`src/rtl/mmio_word_fifo_if.sv`:
```
// rtl/mmio_word_fifo_if.sv - push/pop/status bundle for mmio_word_fifo (stats ports under MMIO_FIFO_STATS_EN)
interface mmio_word_fifo_if #(
  parameter int WIDTH = 64,
  parameter int DEPTH = 8
);
  localparam int CW = $clog2(DEPTH + 1);

  logic             push;
  logic [WIDTH-1:0] push_data;
  logic             pop;
  logic [WIDTH-1:0] pop_data;
  logic             empty;
  logic             full;
  logic [CW-1:0]    count;
  logic             overflow;
  logic             underflow;
  logic             clr_err;
`ifdef MMIO_FIFO_STATS_EN
  logic [15:0]      ovf_cnt;
  logic [15:0]      udf_cnt;
`endif

  modport master (
    output push, push_data, pop, clr_err,
`ifdef MMIO_FIFO_STATS_EN
    input  ovf_cnt, udf_cnt,
`endif
    input  pop_data, empty, full, count, overflow, underflow
  );

  modport slave (
    input  push, push_data, pop, clr_err,
`ifdef MMIO_FIFO_STATS_EN
    output ovf_cnt, udf_cnt,
`endif
    output pop_data, empty, full, count, overflow, underflow
  );
endinterface

```
`src/rtl/mmio_word_fifo.sv`:
```
// rtl/mmio_word_fifo.sv - first-word fall-through MMIO word FIFO with sticky errors (stats under MMIO_FIFO_STATS_EN)
module mmio_word_fifo #(
  parameter int WIDTH = 64,
  parameter int DEPTH = 8
) (
  input  logic              clk,
  input  logic              rst,
  mmio_word_fifo_if.slave   bus
);
  localparam int CW = $clog2(DEPTH + 1);
  localparam int AW = $clog2(DEPTH);

  logic [WIDTH-1:0] mem_q [DEPTH];
  logic [WIDTH-1:0] mem_d [DEPTH];
  logic [AW-1:0]    wr_ptr_q, wr_ptr_d;
  logic [AW-1:0]    rd_ptr_q, rd_ptr_d;
  logic [CW-1:0]    count_q, count_d;
  logic             overflow_q, overflow_d;
  logic             underflow_q, underflow_d;
`ifdef MMIO_FIFO_STATS_EN
  logic [15:0]      ovf_cnt_q, ovf_cnt_d;
  logic [15:0]      udf_cnt_q, udf_cnt_d;
`endif

  logic is_empty;
  logic is_full;
  logic acc_push;
  logic acc_pop;
  logic ovf_ev;
  logic udf_ev;

  assign is_empty = (count_q == '0);
  assign is_full  = (count_q == CW'(DEPTH));

  assign bus.empty     = is_empty;
  assign bus.full      = is_full;
  assign bus.count     = count_q;
  assign bus.overflow  = overflow_q;
  assign bus.underflow = underflow_q;
  // Stale words remain in storage after a pop, so the head is masked when empty.
  assign bus.pop_data  = is_empty ? '0 : mem_q[rd_ptr_q];
`ifdef MMIO_FIFO_STATS_EN
  assign bus.ovf_cnt   = ovf_cnt_q;
  assign bus.udf_cnt   = udf_cnt_q;
`endif

  // Next-state: accept/reject decisions, storage write, pointer/count update, error flags.
  always_comb begin
    acc_push = bus.push && (!is_full || bus.pop);
    acc_pop  = bus.pop && !is_empty;
    ovf_ev   = bus.push && is_full && !bus.pop;
    udf_ev   = bus.pop && is_empty;

    mem_d = mem_q;
    if (acc_push) mem_d[wr_ptr_q] = bus.push_data;

    wr_ptr_d = wr_ptr_q + AW'(acc_push);
    rd_ptr_d = rd_ptr_q + AW'(acc_pop);
    count_d  = count_q + CW'(acc_push) - CW'(acc_pop);

    // An error event in the clear cycle wins over the clear.
    overflow_d  = (overflow_q  && !bus.clr_err) || ovf_ev;
    underflow_d = (underflow_q && !bus.clr_err) || udf_ev;

`ifdef MMIO_FIFO_STATS_EN
    ovf_cnt_d = bus.clr_err ? 16'h0000 : ovf_cnt_q;
    if (ovf_ev && ovf_cnt_d != 16'hFFFF) ovf_cnt_d = ovf_cnt_d + 16'h0001;
    udf_cnt_d = bus.clr_err ? 16'h0000 : udf_cnt_q;
    if (udf_ev && udf_cnt_d != 16'hFFFF) udf_cnt_d = udf_cnt_d + 16'h0001;
`endif
  end

  // State registers; reset discards all contents including storage.
  always_ff @(posedge clk or posedge rst) begin
    if (rst) begin
      mem_q       <= '{default: '0};
      wr_ptr_q    <= '0;
      rd_ptr_q    <= '0;
      count_q     <= '0;
      overflow_q  <= 1'b0;
      underflow_q <= 1'b0;
`ifdef MMIO_FIFO_STATS_EN
      ovf_cnt_q   <= 16'h0000;
      udf_cnt_q   <= 16'h0000;
`endif
    end else begin
      mem_q       <= mem_d;
      wr_ptr_q    <= wr_ptr_d;
      rd_ptr_q    <= rd_ptr_d;
      count_q     <= count_d;
      overflow_q  <= overflow_d;
      underflow_q <= underflow_d;
`ifdef MMIO_FIFO_STATS_EN
      ovf_cnt_q   <= ovf_cnt_d;
      udf_cnt_q   <= udf_cnt_d;
`endif
    end
  end
endmodule

```
`src/flat_wrapper.sv`:
```
// flat-port wrapper written by rule: the top's interface ports become plain ports
module mmio_word_fifo_flat 
#(
  parameter int WIDTH = 64,
  parameter int DEPTH = 8
)
  (clk, rst, bus_push, bus_push_data, bus_pop, bus_clr_err, bus_pop_data, bus_empty, bus_full, bus_count, bus_overflow, bus_underflow);
  mmio_word_fifo_if #(.WIDTH(WIDTH), .DEPTH(DEPTH)) bus_i ();
  input  logic clk;
  input  logic rst;
  input wire logic [$bits(bus_i.push)-1:0] bus_push;
  input wire logic [$bits(bus_i.push_data)-1:0] bus_push_data;
  input wire logic [$bits(bus_i.pop)-1:0] bus_pop;
  input wire logic [$bits(bus_i.clr_err)-1:0] bus_clr_err;
  output wire logic [$bits(bus_i.pop_data)-1:0] bus_pop_data;
  output wire logic [$bits(bus_i.empty)-1:0] bus_empty;
  output wire logic [$bits(bus_i.full)-1:0] bus_full;
  output wire logic [$bits(bus_i.count)-1:0] bus_count;
  output wire logic [$bits(bus_i.overflow)-1:0] bus_overflow;
  output wire logic [$bits(bus_i.underflow)-1:0] bus_underflow;
  assign bus_i.push = bus_push;
  assign bus_i.push_data = bus_push_data;
  assign bus_i.pop = bus_pop;
  assign bus_i.clr_err = bus_clr_err;
  assign bus_pop_data = bus_i.pop_data;
  assign bus_empty = bus_i.empty;
  assign bus_full = bus_i.full;
  assign bus_count = bus_i.count;
  assign bus_overflow = bus_i.overflow;
  assign bus_underflow = bus_i.underflow;
  mmio_word_fifo #(.WIDTH(WIDTH), .DEPTH(DEPTH)) u_core (.clk(clk), .rst(rst), .bus(bus_i));
endmodule
```
`config.mk`:
```
export PLATFORM = sky130hd
export DESIGN_NAME = mmio_word_fifo_flat
export DESIGN_NICKNAME = d
export VERILOG_FILES = /design/src/rtl/mmio_word_fifo_if.sv /design/src/rtl/mmio_word_fifo.sv /design/src/flat_wrapper.sv
export SDC_FILE = /design/constraint.sdc
export NUM_CORES = 1
export LEC_CHECK = 0
export ABC_CLOCK_PERIOD_IN_PS = 41800
export BUFFER_PORTS_ARGS = -buffer_cell sky130_fd_sc_hd__buf_2
export CAP_MARGIN = 0
export CORE_MARGIN = 8
export CORE_UTILIZATION = 30
export DETAILED_ROUTE_END_ITERATION = 6
export PLACE_DENSITY = 0.51
export SKIP_CTS_REPAIR_TIMING = 1
export SYNTH_ARGS = -nofsm -noshare
export SYNTH_HDL_FRONTEND = slang
export SYNTH_SLANG_ARGS = --single-unit
```
`constraint.sdc`:
```
create_clock -name clk -period 41.8 [get_ports clk]
set_clock_uncertainty 0.05 [all_clocks]
set_input_delay 4.18 -clock clk [delete_from_list [all_inputs] [get_ports clk]]
set_output_delay 4.18 -clock clk [all_outputs]
set_load 0.01 [all_outputs]
```
* Word-level counts from Yosys, hierarchy flattened
Cells that the tools add are included.
Storage, ports and cells: flip-flop bits (word level) 524, output and inout port bits 72, bits of input ports 69, word-level logic and storage cells 46
Operators by class: add/subtract/negate cells 4, multiplexer cells 7, bitwise gates (word level) 2, equality and inequality tests 1, reductions and logical operators 16, magnitude comparators 3
Operators with widths (count):
- bitwise mux 512 bit | 1
- 2-to-1 mux 64 bit | 4
- binary-select mux 64 bit (select 3 bit) | 1
- demux 64 bit (select 3 bit) | 1
- >= comparator 4 bit (second input constant) | 2
- logical AND 1 bit | 8
- inverter 3 -> 4 bit | 2
- adder 3 x 1 -> 3 bit | 2
- adder 4 x 1 -> 4 bit | 1
- equality test 4 bit (second input constant) | 1
- logical NOT 1 bit | 4
- logical NOT 4 bit | 1
- less-than comparator 4 x 1 -> 1 bit (second input constant) | 1
- subtractor 4 x 1 -> 4 bit | 1
- logical OR 1 bit | 3

* Logic depth before layout (Yosys ltp)
word-level depth 6, gate-level depth with buffers 9, mapped depth without buffers 9

* Worst setup path after synthesis
No wires, ideal clock.
path kind register to output, from reg u_core.count_q[2], in the netlist u_core.bus.count[2], to out bus_pop_data[0], cell stages (with the launch flop) 8, required time 37570 ps, arrival 1890 ps, setup slack 35680 ps, buffers on the path 2, cells stage by stage dfrtp_1 inv_1 ha_1 or3b_2 and2_1 clkbuf_1 clkbuf_1 a22o_1
Between the ends: word-level cells in the longest chain between the ends 2
Ends and longest elaborated chain:
- start, declared | line mmio_word_fifo.sv:17 | logic [CW-1:0] count_q, count_d;
- start signal, assigned | line mmio_word_fifo.sv:90 | count_q <= count_d;
- logical NOT 4 bit | line mmio_word_fifo.sv:32 | assign is_empty = (count_q == '0);
- 2-to-1 mux 64 bit | line mmio_word_fifo.sv:41 | assign bus.pop_data = is_empty ? '0 : mem_q[rd_ptr_q];
- end, declared | line flat_wrapper.sv:15 | output wire logic [$bits(bus_i.pop_data)-1:0] bus_pop_data;
Every way passes these cells.

* Worst setup path after layout
from reg u_core.rd_ptr_q[0], to out bus_pop_data[9]
Between the ends: word-level cells in the longest chain between the ends 5
Ends and longest elaborated chain:
- start, declared | line mmio_word_fifo.sv:16 | logic [AW-1:0] rd_ptr_q, rd_ptr_d;
- start signal, assigned | line mmio_word_fifo.sv:89 | rd_ptr_q <= rd_ptr_d;
- inverter 3 -> 4 bit (not written as such) | line mmio_word_fifo.sv:41
- binary-select mux 64 bit (select 3 bit) | line mmio_word_fifo.sv:41
- 2-to-1 mux 64 bit (not written as such) (2 in a row) | line mmio_word_fifo.sv:41
- 2-to-1 mux 64 bit | line mmio_word_fifo.sv:41
Every way passes these cells. The select of a mux whose other input is x is not followed.

==> flow_metrics.py <==
metrics = {
    "worst_setup_path": {
        "cp_common_cell": "buf_4",
        "rrSetupSlack_ps": 38190,
        "cp_top_family": "buffers and inverters",
        "critPathCaptureType": "output pin",
        "crit_arrival_ps": 3920,
        "critical_path.max_fanout": 47,
        "r2r.worst_path.cells": 6,
        "crit_chain": "buf_4 > buf_4 > mux4_2 > a22o_1 > buf_2",
        "timing.rr.start": "u_core.bus.count[2]",
        "cp_slowest_stage_delay_ps": 920,
        "worstSetupPathType": "reg -> out",
        "cp.buffers_inverters": 3,
        "r2r-end": "u_core.mem_q[255]",
        "slowest_stage": "buf_4",
        "worstPathRequired_ps": 37570,
        "start_kind": "flip-flop",
    },
    "power": {
        "p_per_area_nw_per_um2": 88.55,
        "pwr-share-seq": 0.375,
        "clkPwrFrac": 0.215,
        "p_comb_frac": 0.411,
        "vdd_drop_max_mv": 0.04323,
        "leakagePower_nw": 11.99,
        "power_switching_uw": 771.8,
        "internal-power_mw": 1.654,
        "switching_share": 0.3182,
    },
    "finish": {
        "fin_nets": 1578,
        "area_delta_synth_final_pct": 14.71,
        "regArea_um2": 13120,
        "fill_cells": 7591,
        "multi_input_area_um2": 10070,
        "layout.cells.non_filler": 2599,
        "drive_gt1_frac": 0.5925,
        "final_util": 0.3473,
    },
    "cts": {
        "insertion_delay_ps": 610,
        "cts.reportedPaths.clkPinSlew_ps": 60,
        "clock-sinks": 524,
        "cts_max_level": 2,
        "cts_made_buffers": 60,
        "clk_path_buf_depth": 3,
        "root_buffer": "clkbuf_16",
        "cts_tree": "yes",
    },
    "global_routing": {
        "grt_max_degree": 169,
        "grt.total_usage": 0.1349,
        "grt_overflow_total": 0,
        "grt_pass1_wl_um": 94270,
        "grt_pass1_vias": 14450,
        "antenna_found_initial": 19,
    },
    "place": {
        "gp_congestion": 0.6656,
        "placed_cells": 2488,
        "place_hpwl_um": 33520,
        "port_buffers": 140,
        "place_ws_ps": 34160,
    },
    "drt": {
        "vias": 12920,
        "drcViolationCount": 0,
        "ant_nets": 0,
        "routedWlPerCell_um": 23.11,
        "drt-total-wl_um": 60070,
        "vias_per_cell": 4.971,
        "drt_iter0_markers": 521,
        "drt-pass1-iter-count": 7,
    },
    "min_path": {
        "hold_path_end": "u_core.mem_q[69]",
        "min_path_type": "reg -> reg",
        "hp-start": "u_core.mem_q[69]",
        "min_path_cells": 1,
    },
    "synth": {
        "synthTopCellsByArea": "dfrtp_1, mux2_2, mux4_2",
        "syn_area_um2": 23880,
        "synthDistinctLibCells": 33,
        "synth_ff_type": "dfrtp_1",
        "synth_top_area_share": 0.5491,
        "synth.net_count": 1450,
        "avgSynthCellArea_um2": 17.41,
        "yosysSeqAreaShare": 0.5491,
        "ys_ff_latch": 524,
        "async_flop_share": 1.000,
        "synth_top_cell_by_area": "dfrtp_1",
        "synth_edf_count": 0,
        "synthCells": 1372,
        "yosys_warnings": 0,
    },
    "run": {
        "cap_violations": 0,
    },
    "floorplanning": {
        "rows": 103,
        "core_um2": 78870,
        "initial_core_util": 0.3028,
        "die_h_um": 298.1,
        "die-area_um2": 88880,
        "io_pins": 141,
        "die_x_um": 298.1,
    },
    "timing": {
        "setup_ws_ps": 33650,
        "worst-slew-pin-transition_ps": 1177,
        "holdWs_ps": 449.2,
        "final-max-slew-violation-count": 0,
        "setup_viol": 0,
        "maxSlewHeadroom": 0.2132,
        "fin_crit_sh": 0.1949,
        "finalSetupTns_ps": 0,
        "rsz0062_at_grt": "no",
        "hold_viol_final": 0,
        "max_freq_mhz": 122.7,
        "period_minus_slack_ps": 8147,
    },
    "status": {
        "status": "complete, no violations",
    },
}
==> flip-flops by register name, summed over array words and instances (netlist names) <==
register	count
u_core.bus.count	4
u_core.bus.overflow	1
u_core.bus.underflow	1
u_core.mem_q	512
u_core.rd_ptr_q	3
u_core.wr_ptr_q	3
==> stage by stage <==
step / instance area (um^2) / power [mW]
floorplan: 23880 / 1.639
global placement: 25430 / 1.905
detailed placement: 25430 / 1.933
CTS: 27390 / 2.473
global route: 27390 / 2.581
finish: 27390 / 2.426
==> power groups by stage <==
stage,Clock (mW),Sequential [mW],Combinational [mW]
2_1_floorplan,0,0.859,0.780
4_1_cts,0.542,0.909,1.02
3_3_place_gp,0,0.906,0.999
6_report,0.520,0.909,0.997
5_1_grt,0.562,0.944,1.07
3_5_place_dp,0,0.916,1.02
==> worst max-delay path by stage <==
stage	start	end	cells past startpoint
6_report	u_core.rd_ptr_q[0]	bus_pop_data[9]	5
4_1_cts	u_core.rd_ptr_q[0]	bus_pop_data[62]	5
3_5_place_dp	u_core.rd_ptr_q[0]	bus_pop_data[9]	5
3_3_place_gp	u_core.rd_ptr_q[0]	bus_pop_data[12]	5
5_1_grt	u_core.rd_ptr_q[0]	bus_pop_data[9]	5
2_1_floorplan	rst	u_core.bus.count[0]	1
==> layout by cell type (no fill, tap or decap), types with 2 or more instances in the layout <==
master,synthesis,layout
bufinv_16,0,3
buf_12,12,2
a22o_1,64,64
mux2_4,120,120
clkbuf_1,29,11
mux2_2,392,392
nor3_4,0,2
clkbuf_16,0,61
nor4b_2,0,2
o21ai_0,2,2
buf_4,2,20
dfrtp_4,0,2
or4_4,0,2
dfrtp_1,524,522
clkinv_2,0,15
buf_2,39,140
inv_6,0,2
diode_2,0,3
ha_1,8,8
nand2_1,5,5
clkbuf_8,0,13
or4b_4,0,2
clkinvlp_4,0,3
mux4_2,128,128
inv_1,7,6
xor2_1,4,4
==> routing by layer <==
metal / vias up / GRT usage / part of all wire
met4: 24 / 0.03063 / 0.019
met1: 7080 / 0.1901 / 0.47
met3: 106 / 0.03307 / 0.054
li1: 5475 / - / -
met2: 234 / 0.2090 / 0.46
met5: - / 0 / 0.0022
==> worst reg2reg max path: cells and delay by family (launching register included) <==
kind | cells | cell delay (ps)
AND/OR/NAND/NOR | 2 | 1420
adder cells (fa/ha/maj) | 1 | 180
flip-flops | 1 | 370
multiplexers | 1 | 440
buffers and inverters | 2 | 1030
==> final cells by class <==
| type | instances | share of cell area |
|---|---|---|
| diodes | 3 | 0.0002741 |
| clock inverters | 23 | 0.007491 |
| inverters | 7 | 0.001233 |
| clock buffers | 85 | 0.06376 |
| repair buffers | 162 | 0.03252 |
| flip-flops and latches | 524 | 0.4790 |
| well taps | 1050 | 0.04796 |
| multi-input cells | 745 | 0.3678 |
==> cells by family after synthesis <==
logic type,count (synthesis),synth area share
flops,524,0.5491
simple gates,22,0.007074
buf+inv,103,0.03112
fa+ha+maj,9,0.005030
xor+xnor,5,0.001834
compound gates,68,0.02442
mux,641,0.3814
==> Yosys cell counts, types with 2 or more instances <==
library cell,count
dfrtp_1,524
mux2_2,392
mux4_2,128
mux2_4,120
a22o_1,64
buf_2,39
clkbuf_1,29
buf_6,14
buf_12,12
ha_1,8
inv_1,7
nand2_1,5
xor2_1,4
buf_4,2
nor3_2,2
nor4b_1,2
o21ai_0,2
or4_1,2
or4b_1,2
Note: power is estimated with default switching activity, not from simulation.
